### src/rtl/aead_serial_loader_pkg.sv
// rtl/aead_serial_loader_pkg.sv - shared types and constants for the AEAD serial loader
package aead_serial_loader_pkg;

    typedef enum logic [2:0] {
        ST_IDLE,
        ST_RST,
        ST_STREAM,
        ST_WAIT,
        ST_START,
        ST_DONE
    } state_e;

    // Galois right-shift mask for x^16 + x^14 + x^13 + x^11 + 1
    localparam logic [15:0] LFSR_TAPS         = 16'hB400;
    localparam logic [15:0] LFSR_DEFAULT_SEED = 16'hACE1;

    localparam int SER_BUS_W = 5;
    localparam int RND_BUS_W = 3;
    localparam int NONCE_W   = 128;

    // Stream length: longest of the key, nonce, AD and PT fields
    function automatic int stream_len(input int k, input int l, input int y);
        int m;
        m = NONCE_W;
        if (k > m) m = k;
        if (l > m) m = l;
        if (y > m) m = y;
        return m;
    endfunction

endpackage

### src/rtl/aead_serial_loader_lfsr.sv
// rtl/aead_serial_loader_lfsr.sv - 16-bit Galois LFSR random-pad source
// Ports: clk, rst (async, active-high), en_i (advance one step), state_o (current state).
// A zero seed would lock the LFSR, so it is replaced by the default seed.
module ascon_lfsr16
    import aead_serial_loader_pkg::*;
#(
    parameter logic [15:0] SEED = LFSR_DEFAULT_SEED
) (
    input  logic        clk,
    input  logic        rst,
    input  logic        en_i,
    output logic [15:0] state_o
);

    localparam logic [15:0] SEED_EFF = (SEED == 16'h0000) ? LFSR_DEFAULT_SEED : SEED;

    logic [15:0] lfsr_q;
    logic [15:0] lfsr_d;

    always_comb begin
        lfsr_d = {1'b0, lfsr_q[15:1]};
        if (lfsr_q[0]) begin
            lfsr_d = lfsr_d ^ LFSR_TAPS;
        end
    end

    always_ff @(posedge clk or posedge rst) begin
        if (rst) begin
            lfsr_q <= SEED_EFF;
        end else if (en_i) begin
            lfsr_q <= lfsr_d;
        end
    end

    assign state_o = lfsr_q;

endmodule

### src/rtl/aead_serial_loader.sv
// rtl/aead_serial_loader.sv - loads one parallel job and streams it serially into the AEAD core
// Ports: clk, rst (async, active-high); load_validxSI/load_readyxSO job handshake with
// key/nonce/ad/pt parallel inputs; aead_rstxSO core reset pulse; 5-bit serial buses for
// key/nonce/AD/PT (data on bit 0); 3-bit random buses (data on bit 2); encryption start/ready
// handshake with the core; busyxSO and donexSO status.
module aead_serial_loader
    import aead_serial_loader_pkg::*;
#(
    parameter int          K         = 128,
    parameter int          L         = 32,
    parameter int          Y         = 32,
    parameter logic [15:0] LFSR_SEED = 16'hACE1
) (
    input  logic                  clk,
    input  logic                  rst,
    input  logic                  load_validxSI,
    output logic                  load_readyxSO,
    input  logic [K-1:0]          key_inxSI,
    input  logic [NONCE_W-1:0]    nonce_inxSI,
    input  logic [L-1:0]          ad_inxSI,
    input  logic [Y-1:0]          pt_inxSI,
    output logic                  aead_rstxSO,
    output logic [SER_BUS_W-1:0]  keyxSO,
    output logic [SER_BUS_W-1:0]  noncexSO,
    output logic [SER_BUS_W-1:0]  associated_dataxSO,
    output logic [SER_BUS_W-1:0]  plain_textxSO,
    output logic [RND_BUS_W-1:0]  r_128xSO,
    output logic [RND_BUS_W-1:0]  r_ptxSO,
    output logic                  encryption_startxSO,
    input  logic                  encryption_readyxSI,
    output logic                  busyxSO,
    output logic                  donexSO
);

    localparam int N     = stream_len(K, L, Y);
    localparam int CNT_W = $clog2(N + 1);
    localparam logic [CNT_W-1:0] CNT_LAST = CNT_W'(N - 1);

    state_e             state_q;
    logic [CNT_W-1:0]   cnt_q;
    logic [K-1:0]       key_sh_q;
    logic [NONCE_W-1:0] nonce_sh_q;
    logic [L-1:0]       ad_sh_q;
    logic [Y-1:0]       pt_sh_q;

    logic key_bit_q, nonce_bit_q, ad_bit_q, pt_bit_q, r128_bit_q, rpt_bit_q;
    logic aead_rst_q, start_q, busy_q, done_q, ready_q;

    logic        lfsr_en;
    logic [15:0] lfsr_state;
    logic        lfsr_unused;

    // The registered bus bits for stream cycle n are loaded on the edge that enters it,
    // so the LFSR steps on that same edge: once leaving RST and once per non-final STREAM cycle.
    assign lfsr_en = (state_q == ST_RST) || ((state_q == ST_STREAM) && (cnt_q != CNT_LAST));

    ascon_lfsr16 #(
        .SEED (LFSR_SEED)
    ) u_lfsr (
        .clk     (clk),
        .rst     (rst),
        .en_i    (lfsr_en),
        .state_o (lfsr_state)
    );

    assign lfsr_unused = ^lfsr_state[15:2];

    always_ff @(posedge clk or posedge rst) begin
        if (rst) begin
            state_q     <= ST_IDLE;
            cnt_q       <= '0;
            key_sh_q    <= '0;
            nonce_sh_q  <= '0;
            ad_sh_q     <= '0;
            pt_sh_q     <= '0;
            key_bit_q   <= 1'b0;
            nonce_bit_q <= 1'b0;
            ad_bit_q    <= 1'b0;
            pt_bit_q    <= 1'b0;
            r128_bit_q  <= 1'b0;
            rpt_bit_q   <= 1'b0;
            aead_rst_q  <= 1'b0;
            start_q     <= 1'b0;
            busy_q      <= 1'b0;
            done_q      <= 1'b0;
            ready_q     <= 1'b1;
        end else begin
            case (state_q)
                ST_IDLE: begin
                    if (load_validxSI) begin
                        key_sh_q   <= key_inxSI;
                        nonce_sh_q <= nonce_inxSI;
                        ad_sh_q    <= ad_inxSI;
                        pt_sh_q    <= pt_inxSI;
                        aead_rst_q <= 1'b1;
                        busy_q     <= 1'b1;
                        ready_q    <= 1'b0;
                        state_q    <= ST_RST;
                    end
                end
                ST_RST, ST_STREAM: begin
                    if ((state_q == ST_STREAM) && (cnt_q == CNT_LAST)) begin
                        key_bit_q   <= 1'b0;
                        nonce_bit_q <= 1'b0;
                        ad_bit_q    <= 1'b0;
                        pt_bit_q    <= 1'b0;
                        r128_bit_q  <= 1'b0;
                        rpt_bit_q   <= 1'b0;
                        state_q     <= ST_WAIT;
                    end else begin
                        // Zero-fill makes shorter fields emit 0 once their bits run out
                        key_bit_q   <= key_sh_q[K-1];
                        nonce_bit_q <= nonce_sh_q[NONCE_W-1];
                        ad_bit_q    <= ad_sh_q[L-1];
                        pt_bit_q    <= pt_sh_q[Y-1];
                        r128_bit_q  <= lfsr_state[0];
                        rpt_bit_q   <= lfsr_state[1];
                        key_sh_q    <= {key_sh_q[K-2:0], 1'b0};
                        nonce_sh_q  <= {nonce_sh_q[NONCE_W-2:0], 1'b0};
                        ad_sh_q     <= {ad_sh_q[L-2:0], 1'b0};
                        pt_sh_q     <= {pt_sh_q[Y-2:0], 1'b0};
                        if (state_q == ST_RST) begin
                            aead_rst_q <= 1'b0;
                            cnt_q      <= '0;
                            state_q    <= ST_STREAM;
                        end else begin
                            cnt_q <= cnt_q + 1'b1;
                        end
                    end
                end
                ST_WAIT: begin
                    start_q <= 1'b1;
                    state_q <= ST_START;
                end
                ST_START: begin
                    if (encryption_readyxSI) begin
                        start_q <= 1'b0;
                        done_q  <= 1'b1;
                        state_q <= ST_DONE;
                    end
                end
                ST_DONE: begin
                    done_q  <= 1'b0;
                    busy_q  <= 1'b0;
                    ready_q <= 1'b1;
                    state_q <= ST_IDLE;
                end
                default: begin
                    state_q <= ST_IDLE;
                end
            endcase
        end
    end

    assign load_readyxSO       = ready_q;
    assign aead_rstxSO         = aead_rst_q;
    assign keyxSO              = {{(SER_BUS_W-1){1'b0}}, key_bit_q};
    assign noncexSO            = {{(SER_BUS_W-1){1'b0}}, nonce_bit_q};
    assign associated_dataxSO  = {{(SER_BUS_W-1){1'b0}}, ad_bit_q};
    assign plain_textxSO       = {{(SER_BUS_W-1){1'b0}}, pt_bit_q};
    assign r_128xSO            = {r128_bit_q, {(RND_BUS_W-1){1'b0}}};
    assign r_ptxSO             = {rpt_bit_q, {(RND_BUS_W-1){1'b0}}};
    assign encryption_startxSO = start_q;
    assign busyxSO             = busy_q;
    assign donexSO             = done_q;

endmodule

### config.mk
export PLATFORM = sky130hd
export DESIGN_NAME = aead_serial_loader
export DESIGN_NICKNAME = d
export VERILOG_FILES = /design/src/rtl/aead_serial_loader_pkg.sv /design/src/rtl/aead_serial_loader_lfsr.sv /design/src/rtl/aead_serial_loader.sv
export SDC_FILE = /design/constraint.sdc
export NUM_CORES = 1
export LEC_CHECK = 0
export ABC_AREA = 0
export BUFFER_PORTS_ARGS = -buffer_cell sky130_fd_sc_hd__buf_2
export CAP_MARGIN = 10
export CORE_UTILIZATION = 44
export DETAILED_ROUTE_END_ITERATION = 16
export GPL_ROUTABILITY_DRIVEN = 0
export PLACE_DENSITY = 0.71
export SYNTH_ARGS = -nofsm -noshare
export SYNTH_HDL_FRONTEND = slang
export SYNTH_SLANG_ARGS = --single-unit
export TNS_END_PERCENT = 1
### constraint.sdc
create_clock -name clk -period 21.5 [get_ports clk]
set_input_delay 1.075 -clock clk [delete_from_list [all_inputs] [get_ports clk]]
set_output_delay 1.075 -clock clk [all_outputs]
set_load 0.01 [all_outputs]
* After elaboration in Yosys (flattened, before gate mapping)
Index checks and enable logic that the tools add are counted.
** Storage, ports and cells
- Output and inout port bits :: 31
- Bits in read-only memories :: 0
- Word-level logic and storage cells :: 85
- Input port bits :: 324
- Flip-flop bits (word level) :: 358
- Memories kept :: 0
- Bits in writable memories :: 0
- Latch bits :: 0
** Operators by class
- Order comparisons :: 0
- Shift-type cells :: 0
- Multiplexer cells :: 36
- Reductions and logical operators :: 16
- Bitwise gates (word level) :: 2
- Equal/unequal tests :: 12
- Divide/modulo/power cells :: 0
- $mul :: 0
- $add $sub $neg :: 1
** Operators by type and width (count)
- 128-bit two-way mux :: 4
- 128-bit one-hot mux with 2 select lines :: 2
- 32-bit two-way mux :: 4
- 32-bit one-hot mux with 2 select lines :: 2
- 16-bit two-way mux :: 1
- 1-bit two-way mux :: 12
- 3-bit two-way mux :: 4
- 3-bit one-hot mux with 4 select lines :: 1
- 1-bit one-hot mux with 2 select lines :: 5
- 8-bit by 1-bit adder with 8-bit output, second input constant :: 1
- 8-bit by 7-bit == test with 1-bit output, second input constant :: 1
- 8-bit two-way mux :: 1
- 2-bit inequality test, second input constant :: 4
- 8-bit by 7-bit inequality test with 1-bit output, second input constant :: 1
- 2-bit AND reduction :: 4
- 2-bit nonzero test :: 4
- 3-bit by 2-bit == test with 1-bit output, second input constant :: 2
- 3-bit == test, second input constant :: 2
- 3-bit AND reduction :: 2
- 3-bit inverter with 4-bit output :: 1
- 4-bit AND reduction :: 1
- 3-bit by 1-bit == test with 1-bit output, second input constant :: 1
- 3-bit logical NOT :: 1
- 3-bit inequality test, second input constant :: 1
- other kinds (4) :: 5

* Depth between registers and ports, before layout
- Word-level depth :: 4
- Gate-level depth with buffers :: 9
- Gate-level depth less buffers :: 5

* By module
From an unflattened synthesis, not the netlist that was laid out.
** Second synthesis, totals
- Cell total of the unflattened synthesis :: 1227
- Area, all modules :: 18939.4 µm²
** Modules (own cells, without submodules)
- aead_serial_loader :: area each 18182.4 µm², seq. area each 8559.5 µm², instances 1, cells each 1173
- ascon_lfsr16 :: area each 757.0 µm², seq. area each 410.4 µm², instances 1, cells each 54

* Least setup slack after synthesis
Ideal clock, no wire load.
- Path kind :: in2reg
- From :: input port load_validxSI
- To :: register ad_sh_q[31]
- Cell stages on the path :: 7
- Arrival time :: 2077 ps
- Buffers on the path :: 3
- Data required time :: 21373 ps
- Slack :: 19296 ps
- Library setup time :: 127 ps
- Cell sequence :: nor2_1 nor3_1 a21oi_2 buf_6 buf_12 buf_12 mux2_1
** Between the ends
- Longest elaborated chain between the ends :: 2
** Ends and longest elaborated chain
- start: declaration :: RTL line aead_serial_loader.sv:16 : input logic load_validxSI,
- 2-bit inequality test (no source line)
- 3-bit AND reduction (no source line)
- end signal: assignment :: RTL line aead_serial_loader.sv:93 : ad_sh_q <= ad_inxSI;
- end signal: assignment :: RTL line aead_serial_loader.sv:120 : ad_sh_q <= {ad_sh_q[L-2:0], 1'b0};
- end: declaration :: RTL line aead_serial_loader.sv:43 : logic [L-1:0] ad_sh_q;
No other way between the ends.
A chain may end at the register's enable or synchronous reset.

* Worst setup path after layout
- From :: register cnt_q[0]
- To :: register key_sh_q[96]
** Between the ends
- Longest elaborated chain between the ends :: 4
** Ends and longest elaborated chain
- start: declaration :: RTL line aead_serial_loader.sv:40 : logic [CNT_W-1:0] cnt_q;
- start signal: assignment :: RTL line aead_serial_loader.sv:127 : cnt_q <= cnt_q + 1'b1;
- 8-bit by 7-bit == test with 1-bit output :: RTL line aead_serial_loader.sv:102 : if ((state_q == ST_STREAM) && (cnt_q == CNT_LAST)) begin
- 1-bit logical AND :: RTL line aead_serial_loader.sv:102
- 2-bit inequality test (no source line)
- 3-bit AND reduction (no source line)
- end signal: assignment :: RTL line aead_serial_loader.sv:91 : key_sh_q <= key_inxSI;
- end signal: assignment :: RTL line aead_serial_loader.sv:118 : key_sh_q <= {key_sh_q[K-2:0], 1'b0};
- end: declaration :: RTL line aead_serial_loader.sv:41 : logic [K-1:0] key_sh_q;
No other way between the ends.

==> run metrics <==
status finished, final reports clean; wire length of the first global-routing pass 56300 µm; per-cell routed wire length 16.5 µm; worst reg2reg startpoint cnt_q[0]; worst-case headroom to the max-slew limit 19.5%; Detailed Routing Iterations Pass 1 4; clock input transition at the sequential cells of the worst setup and hold paths 0.06 ns; capturing element type of the critical path register; routed via count divided by cell count 5.05; root cell of the clock tree clkbuf_16; later-pin clock latency in the skew report 0.54 ns; number of synthesized flops with an enable pin 0; crit path launch cnt_q[0]; Tcrit/Tclk final 21.9%; internal power 1.10 mW; buffers inserted by post-CTS timing repair 0; number of failing hold endpoints at the final stage 0; number of maximum-capacitance constraint violations 0; synth warn 0; Worst-Margin Slew 1.21 ns; share of synthesized area occupied by flip-flops and latches 50.3%; area of the core region 39800 µm²; count of buffers inserted at the top-level ports 334; number of global-route vias before repair 11100; Post-route DRC 0; starting utilization of the core area 44.8%; total die area 41300 µm²; hold-fix buffers at CTS 0; required time worst endpoint 21.92 ns; #FFs+latches synth 358; leakage power figure 10.9 nW; worst-case setup slack after placement 16.62 ns; count of filler cells inserted in the layout 3421; detailed-route via count 10500; Num Clock Sinks 358; critical path start-end classification reg -> reg; maximum buffer depth of the clock tree 3; Worst Setup EP key_sh_q[96]; total global routing track utilization 16.8%; net total in the final layout 1840; number of cells upsized or downsized after cts 0; RSZ-0062 raised after global routing no; clock tree from TritonCTS yes; power density over cell area 67.2 nW/µm²; critical path data arrival time 5.13 ns; overflow left after global routing 0; highest net fanout along the worst path 86; number of buffers inserted during clock tree synthesis 40; startpoint type of the worst setup path register; fraction of power spent switching nets 21.2%; pin count of the biggest net entering global routing 189; number of slew-limit violations in the final report 0; Die Height 203 µm; final wirelength 34300 µm; predominant post-synthesis flop cell dfrtp_1; upper clock frequency limit 213 MHz; number of DRC markers after the initial detailed-route iteration 383; average cell area after synthesis 14.6 µm²; minimum clock period 4.70 ns; number of antenna-violating nets in the routed design 0; path category of the worst min-delay check reg -> reg; CTS H-tree depth 2; Clock Power Share 48.4%; net switching power 0.295 mW; worst setup margin 16.80 ns; Combinational Power Share 3.2%; cell area after technology mapping 17800 µm²; share of async-settable or async-resettable flops after synthesis 100%; r2r setup slk 16.80 ns; Yosys cell types 45; Gate Count Post-Synth 1217; terminus of the critical flop-to-flop path key_sh_q[96]; setup violators final 0; Area growth syn-to-layout 16.2%; antenna violations before repair 12; Max rail drop VDD 0.0531 mV; number of core rows 73; chip width 203 µm; layout cell share with drive strength beyond 1 55.8%; I/O pin total 355; Seq pwr share 48.5%; post-route setup TNS 0 ns; worst reg2reg path depth 8; DP Wirelength 22800 µm; Max Clock Skew 0.0149 ns
## layout make-up
cell class                 instances  area (µm²)  area share, %
clock inverter                    12        96.3          0.465
tap                              525         657           3.17
clock buffer                      61        1210           5.86
sequential                       358        8970           43.3
multi-input combinational        768        7960           38.5
inverter                           4        22.5          0.109
antenna                            7        17.5         0.0846
timing repair buffer             343        1760           8.52
## cells by family after synthesis
group / after synthesis / synth area share, %
flops: 358 / 50.3
mux: 645 / 40.8
xor+xnor: 3 / 0.147
simple gates: 48 / 1.35
fa+ha+maj: 1 / 0.0702
buf+inv: 110 / 5.48
compound gates: 51 / 1.85
other cells: 1 / 0.0210
## layer usage
layer	wire (µm)	vias to the layer above	global-route usage, %
met5	56	-	0
met4	950	10	6.61
met3	2300	70	5.07
met2	16400	235	27.3
met1	14600	5194	20.8
li1	-	4982	-
## power by group through the flow
stage	Sequential (mW)	Clock, mW	Combinational [mW]
final	0.674	0.673	0.0439
after global routing	0.674	0.722	0.0504
after CTS	0.674	0.697	0.0454
after detailed placement	0.686	0	0.0452
after global placement	0.686	0	0.0444
after floorplan	0.687	0	0.0148
## sequential cells by signal (all words and copies together), names as in the netlist
signal,flops
r128_bit_q,1
pt_sh_q,32
pt_bit_q,1
load_readyxSO,1
cnt_q,8
ad_bit_q,1
u_lfsr.state_o,16
key_bit_q,1
encryption_startxSO,1
rpt_bit_q,1
busyxSO,1
nonce_bit_q,1
state_q,3
donexSO,1
nonce_sh_q,128
aead_rstxSO,1
ad_sh_q,32
key_sh_q,128
## worst min-delay path by stage
stage | depth (start not counted) | end | startpoint | slack (ns)
2_1_floorplan | 1 | key_sh_q[100] | key_sh_q[100] | 0.46
3_3_place_gp | 1 | key_sh_q[89] | key_sh_q[89] | 0.47
3_5_place_dp | 1 | key_sh_q[47] | key_sh_q[47] | 0.48
4_1_cts | 1 | key_sh_q[47] | key_sh_q[47] | 0.49
5_1_grt | 1 | key_sh_q[119] | key_sh_q[119] | 0.50
6_report | 1 | key_sh_q[47] | key_sh_q[47] | 0.48
## through the flow
step                hold WS [ns]  instance area, µm²  cells  utilization [%]  power, mW
finish                     0.483               20700   2078             52.0       1.39
CTS                        0.490               20700   2071             51.9       1.42
global route               0.499               20700   2076             52.0       1.45
global placement           0.469               19400   1998             48.7      0.731
detailed placement         0.477               19400   1998             48.7      0.732
floorplan                  0.460               17900   1236                -      0.702
## critical path: stages (launching register included)
cell and delay [ns]:
dfrtp_1 0.43, ha_1 0.24, nand3_1 0.15, or2_0 0.41, a21oi_4 0.17, buf_4 0.78, buf_4 0.94, buf_4 0.90
mux2_1 0.40
## cell usage after synthesis (2+ instances only)
master,number,area share (%)
a21oi_1,11,0.31
a22o_1,6,0.29
a31oi_1,3,0.11
and3_1,2,0.070
buf_1,3,0.063
buf_12,22,2.5
buf_2,38,1.1
buf_4,30,1.3
buf_6,6,0.38
clkbuf_1,7,0.15
dfrtp_1,349,49
dfstp_2,9,1.3
inv_1,4,0.084
mux2_1,201,13
mux2_2,444,28
nand2_1,13,0.27
nand2b_1,4,0.14
nand3_1,5,0.14
nand4_1,2,0.070
nor2_1,9,0.19
nor3_1,4,0.11
nor4_1,2,0.070
o21a_1,3,0.13
o21ai_0,16,0.45
o2bb2ai_1,2,0.098
xnor2_1,3,0.15
## cell usage in the layout (no fill, tap or decap), types with 3 or more instances in the layout
master and count:
a22o_1 6, o21a_1 3, nor3_1 4, nand3_1 5, nor2_1 9, clkbuf_16 42
clkbuf_1 10, dfrtp_1 349, mux2_2 444, dfstp_2 9, mux2_1 201, conb_1 20
clkbuf_8 9, inv_1 3, xnor2_1 3, o21ai_0 16, clkinv_2 10, buf_4 7
a21oi_1 11, diode_2 7, nand2b_1 4, a31oi_1 3, buf_2 334, nand2_1 13
(Power assumes the default switching activity.)
